## src/rtl/divider.sv

```systemverilog
// Iterative 32-bit restoring divider: one quotient bit per clock, signed or unsigned,
// with a level request / completion pulse handshake and results held until the next operation.
module divider (
    input  logic        clk,
    input  logic        resetn,
    input  logic        div_begin,
    input  logic        div_signed,
    input  logic [31:0] div_op1,
    input  logic [31:0] div_op2,
    output logic [31:0] quotient,
    output logic [31:0] remainder,
    output logic        div_end,
    output logic        div_busy,
    output logic [1:0]  state_dbg
);

    // Handshake: div_begin is a level held by the issuer for the whole operation.
    // Dropping it during CALC aborts. div_end pulses for one cycle in DONE.
    // While div_begin stays high after completion the unit parks in HOLD.
    typedef enum logic [1:0] {
        IDLE = 2'd0,
        CALC = 2'd1,
        DONE = 2'd2,
        HOLD = 2'd3
    } state_t;

    state_t      state, state_next;
    logic [31:0] rem, dvd, divisor, op1_raw;
    logic        q_sign, r_sign, div_zero;
    logic [4:0]  cnt;

    logic [32:0] partial;
    logic [33:0] trial;
    logic        qbit;
    logic [31:0] rem_next, q_mag, q_fix, r_fix;
    logic        unused_bits;

    always_ff @(posedge clk or negedge resetn) begin
        if (!resetn) state <= IDLE;
        else         state <= state_next;
    end

    always_comb begin
        state_next = state;
        case (state)
            IDLE: if (div_begin) state_next = CALC;
            CALC: begin
                if (!div_begin)       state_next = IDLE;
                else if (cnt == 5'd31) state_next = DONE;
            end
            DONE: state_next = div_begin ? HOLD : IDLE;
            HOLD: if (!div_begin) state_next = IDLE;
            default: state_next = IDLE;
        endcase
    end

    // The shifted partial remainder can reach 33 bits, so the trial subtract is widened
    // and its top bit tells whether the divisor fits.
    always_comb begin
        partial     = {rem, dvd[31]};
        trial       = {1'b0, partial} - {2'b00, divisor};
        qbit        = ~trial[33];
        rem_next    = qbit ? trial[31:0] : partial[31:0];
        q_mag       = {dvd[30:0], qbit};
        q_fix       = q_sign ? (32'd0 - q_mag) : q_mag;
        r_fix       = r_sign ? (32'd0 - rem_next) : rem_next;
        unused_bits = trial[32];
    end

    always_ff @(posedge clk or negedge resetn) begin
        if (!resetn) begin
            rem       <= '0;
            dvd       <= '0;
            divisor   <= '0;
            op1_raw   <= '0;
            q_sign    <= 1'b0;
            r_sign    <= 1'b0;
            div_zero  <= 1'b0;
            cnt       <= '0;
            quotient  <= '0;
            remainder <= '0;
        end else if (state == IDLE && div_begin) begin
            rem      <= '0;
            dvd      <= (div_signed && div_op1[31]) ? (32'd0 - div_op1) : div_op1;
            divisor  <= (div_signed && div_op2[31]) ? (32'd0 - div_op2) : div_op2;
            op1_raw  <= div_op1;
            q_sign   <= div_signed & (div_op1[31] ^ div_op2[31]);
            r_sign   <= div_signed & div_op1[31];
            div_zero <= (div_op2 == 32'd0);
            cnt      <= '0;
        end else if (state == CALC && div_begin) begin
            rem <= rem_next;
            dvd <= q_mag;
            cnt <= cnt + 5'd1;
            if (cnt == 5'd31) begin
                quotient  <= div_zero ? 32'hFFFF_FFFF : q_fix;
                remainder <= div_zero ? op1_raw : r_fix;
            end
        end
    end

    assign div_end   = (state == DONE);
    assign div_busy  = (state == CALC);
    assign state_dbg = state;

endmodule

```

## config.mk

```make
export PLATFORM = sky130hd
export DESIGN_NAME = divider
export DESIGN_NICKNAME = d
export VERILOG_FILES = /design/src/rtl/divider.sv
export SDC_FILE = /design/constraint.sdc
export NUM_CORES = 1
export LEC_CHECK = 0
export CAP_MARGIN = 10
export CORE_UTILIZATION = 39
export CTS_CLUSTER_DIAMETER = 150
export DETAILED_ROUTE_END_ITERATION = 6
export GPL_TIMING_DRIVEN = 0
export HOLD_SLACK_MARGIN = 0.05
export PLACE_DENSITY = 0.59
export SYNTH_ARGS = -nofsm -noshare
export SYNTH_HDL_FRONTEND = slang
export SYNTH_SLANG_ARGS = --single-unit
```

## constraint.sdc

```tcl
create_clock -name clk -period 5.9 [get_ports clk]
set_input_delay 0.885 -clock clk [delete_from_list [all_inputs] [get_ports clk]]
set_output_delay 0.885 -clock clk [all_outputs]
set_load 0.005 [all_outputs]
```

==> summary.md <==
| Metric | Value |
|---|---|
| Result of the run | completed |
| Net count of the mapped netlist | 1729 |
| Post-route setup TNS | 0 ns |
| Static leakage | 6.72 nW |
| Overall overflow remaining after global route | 0 |
| H-tree levels | 1 |
| Setup repair after global routing missed its margin | no |
| Buffer depth of the longest clock path | 3 |
| Max Clk Rate | 173 MHz |
| Hold_buf cts | 0 |
| Share of synthesized registers carrying an async set or reset | 1.00 |
| PnR Total Power | 0.00682 W |
| Number of global-route vias before repair | 12466 |
| Effective utilization at floorplan | 0.396 |
| Total number of vias | 12664 |
| Post-Route Skew | 0.0107 ns |
| Worst rel slew slack | 0.380 |
| Port buffer count | 134 |
| Die outline area | 0.0348 mm^2 |
| Ratio of routed vias to standard cells | 5.63 |
| Final hold violation count | 0 |
| Antenna diode count | 0 |
| Critical R2R Launch | dvd[31] |
| Total clock sinks | 202 |
| Routability congestion estimate | 0.930 |
| Total number of placement rows | 67 |
| Boundary pin count | 136 |
| Peak ir drop on the vdd network | 0.000248 V |
| Nature of the critical path endpoint | register |
| Root buffer selected by CTS | sky130_fd_sc_hd__clkbuf_16 |
| Share of synthesized area occupied by flip-flops and latches | 0.381 |
| Final worst path period share | 0.977 |
| Layout-stage area growth over the synthesis result | 20.6% |
| Number of design rule violations left after detail routing | 0 |
| CP Launch Type | register |
| Chip Height | 186 um |
| Detailed-placement wirelength estimate | 34.4 mm |
| Routed WL per cell | 19.7 um |
| Fraction of final layout cells sized beyond drive strength 1 | 0.0517 |
| Die boundary width | 186 um |
| Yosys reg bits | 202 |
| CTS tree | done |
| Number of clock buffers inserted by TritonCTS | 24 |
| Number of violations of the max-capacitance limit | 0 |
| Clock transition at the registers of the reported paths | 0.06 ns |
| Endpoint of the lowest-slack register-to-register path | remainder[28] |
| Number of distinct library cells after synthesis | 83 |
| Final Instance Count excl. Fillers | 2248 |
| Number of nets at the end of the flow | 1892 |
| Global-route wire length before repair | 70.5 mm |
| Post-route ant nets | 0 |
| Wirelength, routed | 44.3 mm |
| Synthesized area per cell | 8.18 um^2 |
| Final critical path time including I/O delays and setup | 5.76 ns |
| Placed cell count | 2206 |
| Number of cells traversed by the worst register-to-register path | 21 |
| Setup slack on the worst flop-to-flop path | 0.14 ns |
| Data arrival time of the critical path | 6.19 ns |
| Initial detailed-routing violation count | 1038 |
| Main flop type after synthesis | sky130_fd_sc_hd__dfrtp_1 |
| Data required time at the worst endpoint | 6.32 ns |
| Core area | 0.0335 mm^2 |
| Synthesized area | 0.0133 mm^2 |
| Post-synth EDFFs | 0 |
| Final count of negative-setup-slack endpoints | 0 |
| Setup Crit Path Kind | reg2reg |
| Total routing usage reported by global routing | 0.256 |
| Maximum fanout encountered on the critical timing path | 10 |
| Leading cell types in the layout, fill and taps excluded | sky130_fd_sc_hd__nand2_1 (266), sky130_fd_sc_hd__dfrtp_1 (202), sky130_fd_sc_hd__o21ai_0 (177), sky130_fd_sc_hd__nor2_1 (152), sky130_fd_sc_hd__clkdlybuf4s50_1 (133) |
| Actual transition at the worst max-transition pin | 0.929 ns |
| Cell count after synthesis | 1622 |
| Initial antenna violation count | 0 |
| Hold/Removal Path Class | in2async |
| Count of yosys warnings during synthesis | 0 |
| Pwr/cell area | 426 mW/mm^2 |
| Detailed-router iteration count before antenna repair | 5 |
| Commonest non-fill, non-tap cell in the layout | sky130_fd_sc_hd__nand2_1 |
| Worst hold margin | 0.433 ns |
| Final count of pins violating max slew | 0 |
| Clock latency reported for the late side of the worst-skew pair | 0.54 ns |
| Largest net degree at the start of global routing | 113 |
[layer usage]
metal,vias to the layer above,wire [um],GRT usage
li1,6051,-,-
met1,6197,21100,0.373
met2,358,19600,0.396
met3,58,2510,0.0327
met4,0,1100,0.0706
met5,-,0,0
[critical path: stages, from the launching register on]
cell,delay [ns]
sky130_fd_sc_hd__dfrtp_1,0.44
sky130_fd_sc_hd__inv_1,0.18
sky130_fd_sc_hd__ha_1,0.28
sky130_fd_sc_hd__nand2b_1,0.20
sky130_fd_sc_hd__a21oi_2,0.32
sky130_fd_sc_hd__o21ai_2,0.20
sky130_fd_sc_hd__a211oi_4,0.32
sky130_fd_sc_hd__or2_4,0.19
sky130_fd_sc_hd__buf_2,0.25
sky130_fd_sc_hd__buf_6,0.22
sky130_fd_sc_hd__clkbuf_4,0.27
sky130_fd_sc_hd__nand2_1,0.07
sky130_fd_sc_hd__o21ai_0,0.15
sky130_fd_sc_hd__ha_1,0.30
sky130_fd_sc_hd__inv_1,0.08
sky130_fd_sc_hd__or4b_1,0.60
sky130_fd_sc_hd__nor4_2,0.27
sky130_fd_sc_hd__o2111ai_2,0.29
sky130_fd_sc_hd__or3_1,0.47
sky130_fd_sc_hd__o21ai_1,0.22
sky130_fd_sc_hd__mux2i_1,0.26
sky130_fd_sc_hd__nor2_1,0.06
[report_power, final]
| part | leakage [nW] | total, W | switching (W) | internal, W |
|---|---|---|---|---|
| logic | 3.70 | 0.00359 | 0.00228 | 0.00131 |
| clock network | 0.367 | 0.00145 | 0.000606 | 0.000841 |
| registers | 2.65 | 0.00178 | 0.000213 | 0.00156 |
| total | 6.72 | 0.00682 | 0.00310 | 0.00371 |
[metrics by stage]
| step | utilization | setup WS, ns | area, um^2 |
|---|---|---|---|
| 6_report | 0.477 | 0.135 | 16000 |
| 5_1_grt | 0.477 | 0.0463 | 16000 |
| 4_1_cts | 0.477 | 0.0852 | 16000 |
| 3_5_place_dp | 0.454 | -0.464 | 15200 |
| 3_3_place_gp | 0.453 | -4.94 | 15200 |
| 2_1_floorplan | - | 1.07 | 13300 |
[Yosys cell counts, drive strengths merged (4+ instances only)]
cell | number | share of area
a41oi | 4 | 0.0038
and3 | 10 | 0.0047
buf | 20 | 0.0081
or4 | 16 | 0.0093
a21oi | 135 | 0.052
a31oi | 16 | 0.0075
ha | 38 | 0.036
nor2b | 10 | 0.0047
o21a | 10 | 0.0057
xnor2 | 64 | 0.042
o31ai | 25 | 0.015
mux2i | 24 | 0.018
a2111oi | 4 | 0.0045
o41ai | 16 | 0.013
o22ai | 4 | 0.0019
nand2b | 14 | 0.0066
nand4 | 15 | 0.0082
nor3 | 28 | 0.011
a21o | 11 | 0.0062
a22oi | 11 | 0.0062
a22o | 7 | 0.0046
and2 | 8 | 0.0038
nor2 | 152 | 0.043
nand2 | 266 | 0.075
o31a | 4 | 0.0026
dfrtp | 202 | 0.38
clkbuf | 66 | 0.019
a211oi | 8 | 0.0058
inv | 58 | 0.017
nor4 | 20 | 0.012
or2 | 7 | 0.0035
or3 | 18 | 0.0085
o21ai | 188 | 0.071
nand3 | 22 | 0.0083
xor2 | 70 | 0.046
o211ai | 8 | 0.0049
[worst max-delay path by stage]
stage | startpoint | end | slack [ns] | cells past startpoint
2_1_floorplan | rem[21] | remainder[28] | 1.07 | 21
3_3_place_gp | resetn | remainder[2] | -4.94 | 1
3_5_place_dp | dvd[31] | remainder[28] | -0.46 | 21
4_1_cts | dvd[31] | remainder[28] | 0.09 | 21
5_1_grt | rem[7] | remainder[28] | 0.05 | 20
6_report | dvd[31] | remainder[28] | 0.14 | 21
[cell type report]
| type | count | area [um^2] |
|---|---|---|
| inverters | 58 | 220 |
| flip-flops and latches | 202 | 5050 |
| multi-input cells | 1276 | 7660 |
| fillers | 3410 | 17500 |
| well taps | 448 | 561 |
| repair buffers | 138 | 1390 |
| clock inverters | 5 | 61.3 |
| plain buffers | 85 | 360 |
| clock buffers | 36 | 686 |
[cell families (layout without fill, tap and decap cells)]
group / Yosys count / in the layout / synth area share
AOI/OAI and AO/OA: 478 / 478 / 0.222
xor gates and xnor gates: 134 / 134 / 0.0884
adders and majority gates: 39 / 39 / 0.0373
buffers and inverters: 144 / 322 / 0.0434
DFF: 202 / 202 / 0.381
muxes: 27 / 27 / 0.0209
and+or+nand+nor: 598 / 598 / 0.207
[flip-flops by register name, indices dropped and copies added (netlist names)]
name / cells
cnt: 5
dvd: 32
quotient: 32
q_sign: 1
state_dbg: 2
r_sign: 1
remainder: 32
divisor: 32
op1_raw: 32
div_zero: 1
rem: 32
[what timing repair did]
item                                    CTS  global route
endpoints found under the setup margin    9             9
resized for setup                         3             4
buffers inserted                          2             0
pin swaps                                 2             0
endpoints found under the hold margin     0             0
Power figures use the tool's default switching activity.
